--- src/rtl/lexington_pkg.sv ---
// Shared types and constants for the lexington fetch stage.
package lexington_pkg;

  typedef enum logic [1:0] {
    S_IDLE = 2'd0,
    S_REQ  = 2'd1,
    S_WAIT = 2'd2,
    S_HALT = 2'd3
  } fetch_state_t;

  localparam logic [31:0] RV_NOP     = 32'h0000_0013;
  localparam logic [31:0] INST_BYTES = 32'd4;

  typedef struct packed {
    logic [31:0] inst;
    logic [31:0] pc;
    logic        fault;
  } fetch_entry_t;

endpackage

--- src/rtl/fetch_buffer.sv ---
// One-entry instruction holding buffer between the fetch bus and decode.
// A flush wins over a load; a load in the same cycle as a handshake refills the entry.
module fetch_buffer
  import lexington_pkg::*;
(
  input  logic        clk,
  input  logic        rst,
  input  logic        load_i,
  input  logic        flush_i,
  input  logic        ready_i,
  input  logic [31:0] inst_i,
  input  logic [31:0] pc_i,
  input  logic        fault_i,
  output logic        valid_o,
  output logic [31:0] inst_o,
  output logic [31:0] pc_o,
  output logic        fault_o
);

  logic         valid_q;
  fetch_entry_t entry_q;

  // Entry state: flush, load, or drain on the decode handshake.
  always_ff @(posedge clk) begin
    if (rst) begin
      valid_q <= 1'b0;
      entry_q <= '0;
    end else if (flush_i) begin
      valid_q <= 1'b0;
    end else if (load_i) begin
      valid_q       <= 1'b1;
      entry_q.inst  <= inst_i;
      entry_q.pc    <= pc_i;
      entry_q.fault <= fault_i;
    end else if (valid_q && ready_i) begin
      valid_q <= 1'b0;
    end
  end

  assign valid_o = valid_q;
  assign inst_o  = entry_q.inst;
  assign pc_o    = entry_q.pc;
  assign fault_o = entry_q.fault;

endmodule

--- src/rtl/fetch_unit.sv ---
// Instruction fetch stage: single-outstanding bus reads, 1-entry buffer, redirect handling.
// Optional feature macro: FETCH_BUS_ERR_EN (bus errors produce a faulting NOP and halt fetch).
module fetch_unit
  import lexington_pkg::*;
#(
  parameter logic [31:0] RESET_ADDR = 32'h0000_0000
) (
  input  logic        clk,
  input  logic        rst,
  input  logic [31:0] pc,
  output logic [31:0] next_pc,
  output logic        ibus_req,
  output logic [31:0] ibus_addr,
  input  logic        ibus_gnt,
  input  logic        ibus_rvalid,
  input  logic [31:0] ibus_rdata,
  input  logic        ibus_err,
  input  logic        redirect,
  input  logic [31:0] redirect_target,
  output logic        inst_valid,
  input  logic        inst_ready,
  output logic [31:0] inst,
  output logic [31:0] inst_pc,
  output logic        inst_fault
);

  fetch_state_t state_q;
  logic         kill_q;
  logic         accept_s;
  logic         err_s;
  logic [31:0]  target_s;
  logic [31:0]  load_inst_s;

  assign accept_s = (state_q == S_WAIT) && ibus_rvalid && !kill_q && !redirect;
  assign target_s = {redirect_target[31:2], 2'b00};

`ifdef FETCH_BUS_ERR_EN
  assign err_s = accept_s && ibus_err;
  logic [1:0] unused_s;
  assign unused_s = redirect_target[1:0];
`else
  assign err_s = 1'b0;
  logic [2:0] unused_s;
  assign unused_s = {ibus_err, redirect_target[1:0]};
`endif

  // Redirect suppresses the request so the address never moves under an ungranted request.
  assign ibus_req  = (state_q == S_REQ) && !redirect && (!inst_valid || inst_ready);
  assign ibus_addr = pc;
  assign load_inst_s = err_s ? RV_NOP : ibus_rdata;

  // Fetch control FSM with kill flag for responses made stale by a redirect.
  always_ff @(posedge clk) begin
    if (rst) begin
      state_q <= S_IDLE;
      kill_q  <= 1'b0;
    end else begin
      case (state_q)
        S_IDLE: state_q <= S_REQ;
        S_REQ: begin
          if (ibus_req && ibus_gnt) begin
            state_q <= S_WAIT;
          end
        end
        S_WAIT: begin
          if (ibus_rvalid) begin
            kill_q  <= 1'b0;
            state_q <= err_s ? S_HALT : S_REQ;
          end else if (redirect) begin
            kill_q <= 1'b1;
          end
        end
        S_HALT: begin
          if (redirect) begin
            state_q <= S_REQ;
          end
        end
        default: begin
          state_q <= S_IDLE;
          kill_q  <= 1'b0;
        end
      endcase
    end
  end

  // Next PC: redirect target, sequential advance on a clean accept, otherwise hold.
  always_comb begin
    next_pc = pc;
    if (rst) begin
      next_pc = RESET_ADDR;
    end else if (redirect) begin
      next_pc = target_s;
    end else if (state_q == S_IDLE) begin
      next_pc = RESET_ADDR;
    end else if (accept_s && !err_s) begin
      next_pc = pc + INST_BYTES;
    end else begin
      next_pc = pc;
    end
  end

  fetch_buffer u_buffer (
    .clk     (clk),
    .rst     (rst),
    .load_i  (accept_s),
    .flush_i (redirect),
    .ready_i (inst_ready),
    .inst_i  (load_inst_s),
    .pc_i    (pc),
    .fault_i (err_s),
    .valid_o (inst_valid),
    .inst_o  (inst),
    .pc_o    (inst_pc),
    .fault_o (inst_fault)
  );

endmodule
--- config.mk ---
export PLATFORM = sky130hd
export DESIGN_NAME = fetch_unit
export DESIGN_NICKNAME = d
export VERILOG_FILES = /design/src/rtl/lexington_pkg.sv /design/src/rtl/fetch_buffer.sv /design/src/rtl/fetch_unit.sv
export SDC_FILE = /design/constraint.sdc
export NUM_CORES = 1
export LEC_CHECK = 0
export ABC_AREA = 1
export CAP_MARGIN = 20
export CORE_MARGIN = 2
export CORE_UTILIZATION = 41
export DETAILED_ROUTE_END_ITERATION = 8
export PLACE_DENSITY = 0.9
export SLEW_MARGIN = 5
export SYNTH_ARGS = -nofsm -noshare
export SYNTH_HDL_FRONTEND = slang
export SYNTH_SLANG_ARGS = --single-unit
--- constraint.sdc ---
create_clock -name clk -period 2.65 [get_ports clk]
set_clock_uncertainty 0.1 [all_clocks]
set_input_delay 0.265 -clock clk [delete_from_list [all_inputs] [get_ports clk]]
set_output_delay 0.265 -clock clk [all_outputs]
set_load 0.005 [all_outputs]
# Word level (Yosys, flattened, before mapping)
# Cells that the tools add are included.
[op_classes]
add_sub_neg = 1
n_eq_ne = 6
muxes = 12
bitwise = 1
n_reduce_logical = 18
[op_table]
columns = ["op", "n"]
rows = [
  ["$mux 32", 4],
  ["$add 32x3->32 const B", 1],
  ["$pmux 2 s4", 1],
  ["$logic_and 1x1->1", 7],
  ["$mux 2", 3],
  ["$eq 2x2->1 const B", 2],
  ["$mux 1", 4],
  ["$ne 2x2->1 const B", 2],
  ["$reduce_and 2->1", 2],
  ["$reduce_bool 2->1", 2],
  ["$logic_not 1->1", 3],
  ["$reduce_and 3->1", 1],
  ["$eq 2x1->1 const B", 1],
  ["$logic_not 2->1", 1],
  ["$ne 2x1->1 const B", 1],
  ["$reduce_or 2->1", 1],
  ["$logic_or 1x1->1", 1],
  ["$not 1->1", 1],
]
[totals]
regBits = 68
output_inout_bits = 131
elab_cells = 43

# Longest topological paths before layout
# Gate-level depths: netlist (run 1).
[logic_depth]
ltp_word = 8
mapped_depth = 11
depth_no_buf = 10

# Modules after synthesis
# Synthesis (run 1) repeated with hierarchy kept, for this count alone.
[unflattened]
hier_cells = 794
hier_area_um2 = 4695.8
[modules_own_cells]
columns = ["mod", "instances", "cells_per_inst", "area_each_um2", "seq_area_each_um2"]
rows = [
  ["fetch_buffer", 1, 427, 2824.0, 1321.3],
  ["fetch_unit", 1, 367, 1871.8, 60.1],
]

# Worst setup path before layout (run 1)
# No wires, ideal clock.
[synth_path]
path_type = "input -> output"
startpoint = "input port redirect"
endpoint = "output port next_pc[20]"
t_arrival_ns = 1.263
required_time_ns = 2.285
slack_ns = 1.022
cell_stages = 10
cell_sequence = "buf_6 nor2_8 inv_2 nor2_8 nand2_4 nor2_8 nand3_1 nand2_1 nand3_1 a21oi_1"
[synth_between]
elab_chain_len = 6
[synth_lines]
columns = ["element", "line", "text"]
rows = [
  ["start, declared", "fetch_unit.sv:18", "input logic redirect,"],
  ["$logic_not 1->1", "fetch_unit.sv:34", "assign accept_s = (state_q == S_WAIT) && ibus_rvalid && !kill_q && !redirect;"],
  ["$logic_and 1x1->1", "fetch_unit.sv:34", ""],
  ["$mux 32", "fetch_unit.sv:95", "end else if (accept_s && !err_s) begin"],
  ["$mux 32", "fetch_unit.sv:93", "end else if (state_q == S_IDLE) begin"],
  ["$mux 32 (*)", "fetch_unit.sv:91", "end else if (redirect) begin"],
  ["$mux 32 (*)", "fetch_unit.sv:89", "if (rst) begin"],
  ["end, declared", "fetch_unit.sv:11", "output logic [31:0] next_pc,"],
]
# Every way passes the cells marked *; elsewhere a longest branch is shown, timed or not.

# Worst setup path after layout (run 1)
[layout_path]
startpoint = "input port pc[4]"
endpoint = "output port next_pc[11]"
[layout_between]
elab_chain_len = 5
[layout_lines]
columns = ["element", "line", "text"]
rows = [
  ["start, declared", "fetch_unit.sv:10", "input logic [31:0] pc,"],
  ["$add 32x3->32", "fetch_unit.sv:96", "next_pc = pc + INST_BYTES;"],
  ["$mux 32", "fetch_unit.sv:95", ""],
  ["$mux 32", "fetch_unit.sv:93", ""],
  ["$mux 32", "fetch_unit.sv:91", ""],
  ["$mux 32", "fetch_unit.sv:89", ""],
]
# No other way between the ends.

==> impl_metrics.yaml, run 1 <==
run_status:
  status: "finished, final reports clean"
finish:
  n_antenna_cell: 0
  mostFrequentLayoutCells: "clkdlybuf4s50_1 (199), nand2_1 (112), nor2_1 (112)"
  drive_gt1_share_pct: 16.9
  final_cell_area_um2: 7060
  area_delta_synth_final_pct: 77.0
  layout_commonest_cell: "clkdlybuf4s50_1"
  fin_nets: 976
clock_tree:
  cts_sinks: 68
  clockRootBuffer: "clkbuf_8"
  cts_buffer_depth: 2
  htreeDepth: 3
  cts_tree: "yes"
  path_clk_slew_ns: 0.07
  cts_made_buffers: 9
  cts_hold_buffers: 0
  clk-insertion-delay-late_ns: 0.35
critical_path:
  crit_type: "in -> out"
  crit_chain: "clkdlybuf4s50_1 -> nand2_1 -> nor2_1 -> buf_4 -> nand3_1 -> nor2_1 -> xor2_1 -> nand2_1 -> a21oi_1 -> clkdlybuf4s50_1"
  cp.required_ns: 2.29
  cp-start-kind: "input pin"
  cp_slowest_cell: "clkdlybuf4s50_1"
  cp_top_family: "buffers and inverters"
  cp_num_buf_inv: 3
  end_kind: "primary output"
  arrival_ns: 2.28
  slowest_delay_ns: 0.52
  cp_max_fo: 4
global_route:
  grt_start_max_net_pins: 65
  antenna_found_initial: 0
  grt-ovfl-total: 0
  track_usage_pct: 29.1
  grt_pass1_wl_um: 23900
  grt_pass1_vias: 5071
floorplanning:
  coreArea_um2: 9330
  die_y_um: 103
  start_util_pct: 42.7
  io_pins: 234
  die_area_um2: 10500
  rows: 35
  die_w_um: 103
timing:
  finalSetupViolations: 0
  whs_ns: 0.178
  slew_headroom_pct: 61.6
  drv_slew: 0
  fmax_mhz: 378
  fin_crit_sh_pct: 99.7
  finalSetupTns_ns: 0
  rsz0062_at_grt: "true"
  fin_crit_ns: 2.64
  worstMarginPinSlew_ns: 0.576
  finalHoldViolCount: 0
synth:
  netlist_instances: 616
  synth_cell_types: 36
  ys_warn_count: 0
  syn-mean-instance-area_um2: 6.47
  ys_seq_area_share_pct: 34.2
  synth.area.top_cells: "dfxtp_1 (34%), nor2_1 (12%), nand2_1 (11%)"
  synth_compound_area_share_pct: 15.2
  synth_area_um2: 3990
  synth_edf_count: 0
  synth_seq_cells: 68
  dominantRegCellSynth: "dfxtp_1"
  synth_top_area_cell: "dfxtp_1"
  async_flop_share_pct: 0
  synth_simple_gate_area_share_pct: 35.5
  synth_mux_area_share_pct: 0
  synth_adder_area_share_pct: 0.314
  synth_top_family_by_area: "simple AND/OR/NAND/NOR gates"
  yosys.area_share.xor_xnor_pct: 1.32
  synth_top_area_share_pct: 34.2
  syn-num-nets: 720
detailed_routing:
  drt_wl_total_um: 15800
  drc_errors: 0
  vias: 5146
  routedWlPerCell_um: 15.7
  drt_first_pass_iters: 5
  drtAntennaViolNets: 0
  vias_per_cell: 5.12
  drtIter0Drc: 228
power_and_ir_drop:
  powerDensity_nw_per_um2: 352
  p_total_mw: 2.49
  max-vdd-ir-drop_uv: 187
  p_leak_nw: 3.09
place:
  place_hpwl_um: 11900
  portBuffers: 229
  gp_congestion: 0.924
  placedInstanceArea_um2: 6590
min_path:
  hold_class: "in -> reg"
job:
  drv_cap: 0
[per-layer routing]
metal | part of all wire (%) | GRT usage, %
met1 | 37 | 31.0
met2 | 50 | 53.9
met3 | 9.2 | 7.59
met4 | 3.3 | 12.7
met5 | 0 | 0
[synthesized netlist by cell type (6+ instances only)]
cell	number
a21oi_1	48
buf_2	10
buf_4	33
clkbuf_1	20
dfxtp_1	68
inv_1	38
nand2_1	117
nand3_1	41
nand4_1	8
nor2_1	125
nor3_1	6
o21ai_0	64
[final cells by class]
type | instances | area, µm²
clock buffers | 10 | 128
flip-flops and latches | 68 | 1370
repair buffers | 308 | 2920
clock inverters | 6 | 63.8
multi-input cells | 446 | 2270
inverters | 39 | 146
well taps | 129 | 161
fillers | 719 | 2270
[registers in the layout (all words and copies together) (netlist names)]
signal	flops
u_buffer.inst_o	32
u_buffer.pc_o	32
state_q	2
u_buffer.valid_o	1
kill_q	1
[through the flow]
stage | cells | util (%) | setup slack, ns
2_1_floorplan | 616 | - | 1.02
6_report | 1006 | 75.6 | 0.00766
3_3_place_gp | 980 | 70.7 | -0.153
5_1_grt | 1006 | 75.6 | -0.0763
3_5_place_dp | 980 | 70.7 | -0.238
4_1_cts | 1002 | 74.2 | -0.00811
[worst register-to-register path: stages, from the launching register on]
cell	delay, ns
dfxtp_2	0.39
inv_1	0.08
nor2_4	0.11
nand3_4	0.16
buf_4	0.23
buf_4	0.25
o21ai_0	0.28
nor2_1	0.06
[path summary, 6_finish.rpt]
check	from	endpoint	slack, ns	cells past startpoint
worst min register to register	u_buffer.inst_o[12]	u_buffer.inst_o[12]	0.39	2
worst min-delay path	redirect	kill_q	0.18	3
worst max-delay path	pc[4]	next_pc[11]	0.008	10
worst max register to register	state_q[1]	u_buffer.inst_o[24]	0.87	7
[kinds of logic (layout without fill, tap and decap cells)]
logic type,after synthesis,in the layout
AND/OR/NAND/NOR,318,320
other,1,1
XOR/XNOR,6,6
AO/OA/AOI/OAI,118,118
flip-flops,68,68
buffers and inverters,104,363
adder cells (fa/ha/maj),1,1
[power breakdown]
part           leakage (nW)  switching (mW)  internal, mW
clock                0.0927           0.417         0.435
combinational          2.45           0.254         0.337
sequential            0.550         0.00874          1.03
[repair_timing]
item,in CTS,in global routing
setup endpoints to repair,24,26
buffers inserted,4,4
gates cloned,2,0
hold endpoints to repair,0,0
pin swaps,9,12
resized for setup,40,37
Note: power is estimated with default switching activity, not from simulation.
==> run 2: changes to the inputs <==
--- a/config.mk
+++ b/config.mk
@@ -7,7 +7,7 @@
 export LEC_CHECK = 0
 export ABC_AREA = 1
 export CAP_MARGIN = 20
-export CORE_MARGIN = 2
+export CORE_MARGIN = 5
 export CORE_UTILIZATION = 41
 export DETAILED_ROUTE_END_ITERATION = 8
 export PLACE_DENSITY = 0.9
==> constraint.sdc (replaced) <==
create_clock -name clk -period 3.15 [get_ports clk]
set_clock_uncertainty 0.1 [all_clocks]
set_input_delay 0.315 -clock clk [delete_from_list [all_inputs] [get_ports clk]]
set_output_delay 0.315 -clock clk [all_outputs]
set_load 0.005 [all_outputs]
==> run 2 against run 1 <==
Routed wire length fell by 9.0%. Clock power fell by 23%. Design area fell by 8.5%. Critical path depth did not move. Critical endpoint is now next_pc[25]. Highest routed layer unchanged. Register-to-register slack improved by 0.29 ns. Largest cell class unchanged. First-iteration DRC count fell by 3.5%.
==> impl_metrics.yaml, run 2 (synthesis gave the netlist of run 1 again) <==
run_status:
  status: "finished, final reports clean"
floorplanning:
  die_y_um: 109
  die_area_um2: 11800
  die_w_um: 109
  rows: 36
  start_util_pct: 41.3
  io_pins: 234
  coreArea_um2: 9640
timing:
  worstMarginPinSlew_ns: 0.576
  finalHoldViolCount: 0
  slew_headroom_pct: 61.6
  rsz0062_at_grt: "false"
  finalSetupViolations: 0
  drv_slew: 0
  fin_crit_ns: 2.96
  fin_crit_sh_pct: 93.9
  finalSetupTns_ns: 0
  fmax_mhz: 338
critical_path:
  cp_slowest_cell: "clkdlybuf4s50_1"
  cp-start-kind: "input pin"
  cp_max_fo: 6
  cp_common_cell: "nand3_1"
  end_kind: "primary output"
  cp_num_buf_inv: 2
  cp_top_family: "buffers and inverters"
  cp.required_ns: 2.73
  arrival_ns: 2.54
  slowest_delay_ns: 0.60
  crit_type: "in -> out"
  crit_chain: "clkdlybuf4s50_1 -> nand2_1 -> nor2_2 -> nand3_1 -> nor2_4 -> nand3_1 -> nand2_1 -> nand3_1 -> a21oi_1 -> clkdlybuf4s50_1"
min_path:
  hold_class: "in -> reg"
clock_tree:
  clk-insertion-delay-late_ns: 0.33
  htreeDepth: 3
  cts_buffer_depth: 2
  cts_hold_buffers: 0
  cts_made_buffers: 9
  clockRootBuffer: "clkbuf_8"
  path_clk_slew_ns: 0.07
  cts_tree: "yes"
  cts_sinks: 68
  postCtsSetupRepairBufs: 0
finish:
  area_delta_synth_final_pct: 62.0
  fin_nets: 923
  mostFrequentLayoutCells: "clkdlybuf4s50_1 (227), nor2_1 (120), nand2_1 (117)"
  drive_gt1_share_pct: 7.89
  layout_commonest_cell: "clkdlybuf4s50_1"
  n_antenna_cell: 0
detailed_routing:
  routedWlPerCell_um: 15.0
  vias: 4724
  drt_first_pass_iters: 5
  drt_wl_total_um: 14400
  drtAntennaViolNets: 0
  drc_errors: 0
  vias_per_cell: 4.94
  drtIter0Drc: 220
global_route:
  grt-ovfl-total: 0
  grt_use_met3_pct: 7.10
  antenna_found_initial: 0
  grt_pass1_vias: 4456
  met1_usage_pct: 25.9
  grt_start_max_net_pins: 65
  top_usage_layer: "met2"
  use_met2_pct: 42.1
  grt_pass1_wl_um: 21800
  track_usage_pct: 23.6
place:
  gp_congestion: 0.934
  portBuffers: 229
  place_hpwl_um: 11300
power_and_ir_drop:
  p_comb_share_pct: 22.8
  p_total_mw: 1.98
  p_clk_share_pct: 33.0
  switching_share_pct: 27.6
  max-vdd-ir-drop_uv: 151
  powerDensity_nw_per_um2: 307
  internal-power_mw: 1.44
  p_leak_nw: 2.57
  switchingPower_mw: 0.547
  pwr-share-seq_pct: 44.2
job:
  drv_cap: 0
## run 2: cell types whose count changed in the layout (fill, tap and decap cells not counted), sizes merged
cell	change
dlygate4sd2	-11
bufinv	-1
dlymetal6s2s	-16
inv	+1
clkbuf	-1
buf	-51
nor2	-2
clkdlybuf4s50	+28
## run 2: area by class of cell
cell class              count  area [µm²]
multi-input cells         444        2110
fillers                   866        3180
inverters                  39         146
clock buffers              10         138
well taps                 133         166
flip-flops and latches     68        1360
repair buffers            257        2500
clock inverters             6        38.8
## run 2: routing by layer
layer  up-vias  wire length [µm]
met1      2124              5590
met4         0               362
met3        20              1420
met5         -                 0
met2       215              7010
li1       2365                 -
## run 2: per-stage QoR
| stage | hold slack [ns] | worst slack [ns] | cell area [µm²] | cells | util, % |
|---|---|---|---|---|---|
| final | 0.228 | 0.193 | 6460 | 957 | 67.0 |
| after floorplan | 0.362 | 1.42 | 3990 | 616 | - |
| after CTS | 0.212 | 0.113 | 6440 | 957 | 66.8 |
| after global routing | 0.218 | 0.0121 | 6460 | 957 | 67.0 |
| after global placement | 0.354 | 0.132 | 6260 | 941 | 65.0 |
| after detailed placement | 0.371 | 0.128 | 6260 | 941 | 65.0 |
## run 2: worst reg2reg max path: cells and delay by family (launching register included)
kind	cells	cell delay, ns
and+or+nand+nor	2	0.33
AOI/OAI and AO/OA	2	0.34
DFF	1	0.36
buffers and inverters	3	0.80
## run 2: power groups by stage
stage | Combinational [mW] | Sequential (mW) | Clock (mW)
floorplan | 0.170 | 0.897 | 0
global placement | 0.447 | 0.896 | 0
detailed placement | 0.452 | 0.896 | 0
CTS | 0.454 | 0.876 | 0.675
global route | 0.490 | 0.877 | 0.714
finish | 0.453 | 0.876 | 0.655
## run 2: repair_timing
| item | 4_1_cts | 5_1_grt |
|---|---|---|
| endpoints found under the setup margin | 0 | 10 |
| gates resized for setup | 0 | 6 |
| hold endpoints to repair | 0 | 0 |
## run 2: worst paths after layout
| kind | start | endpoint | slack, ns | cells past startpoint |
|---|---|---|---|---|
| setup reg to reg | kill_q | u_buffer.pc_o[16] | 1.16 | 7 |
| setup / recovery | pc[4] | next_pc[25] | 0.19 | 10 |
| hold reg to reg | u_buffer.inst_o[18] | u_buffer.inst_o[18] | 0.38 | 2 |
| hold / removal | redirect | kill_q | 0.23 | 3 |
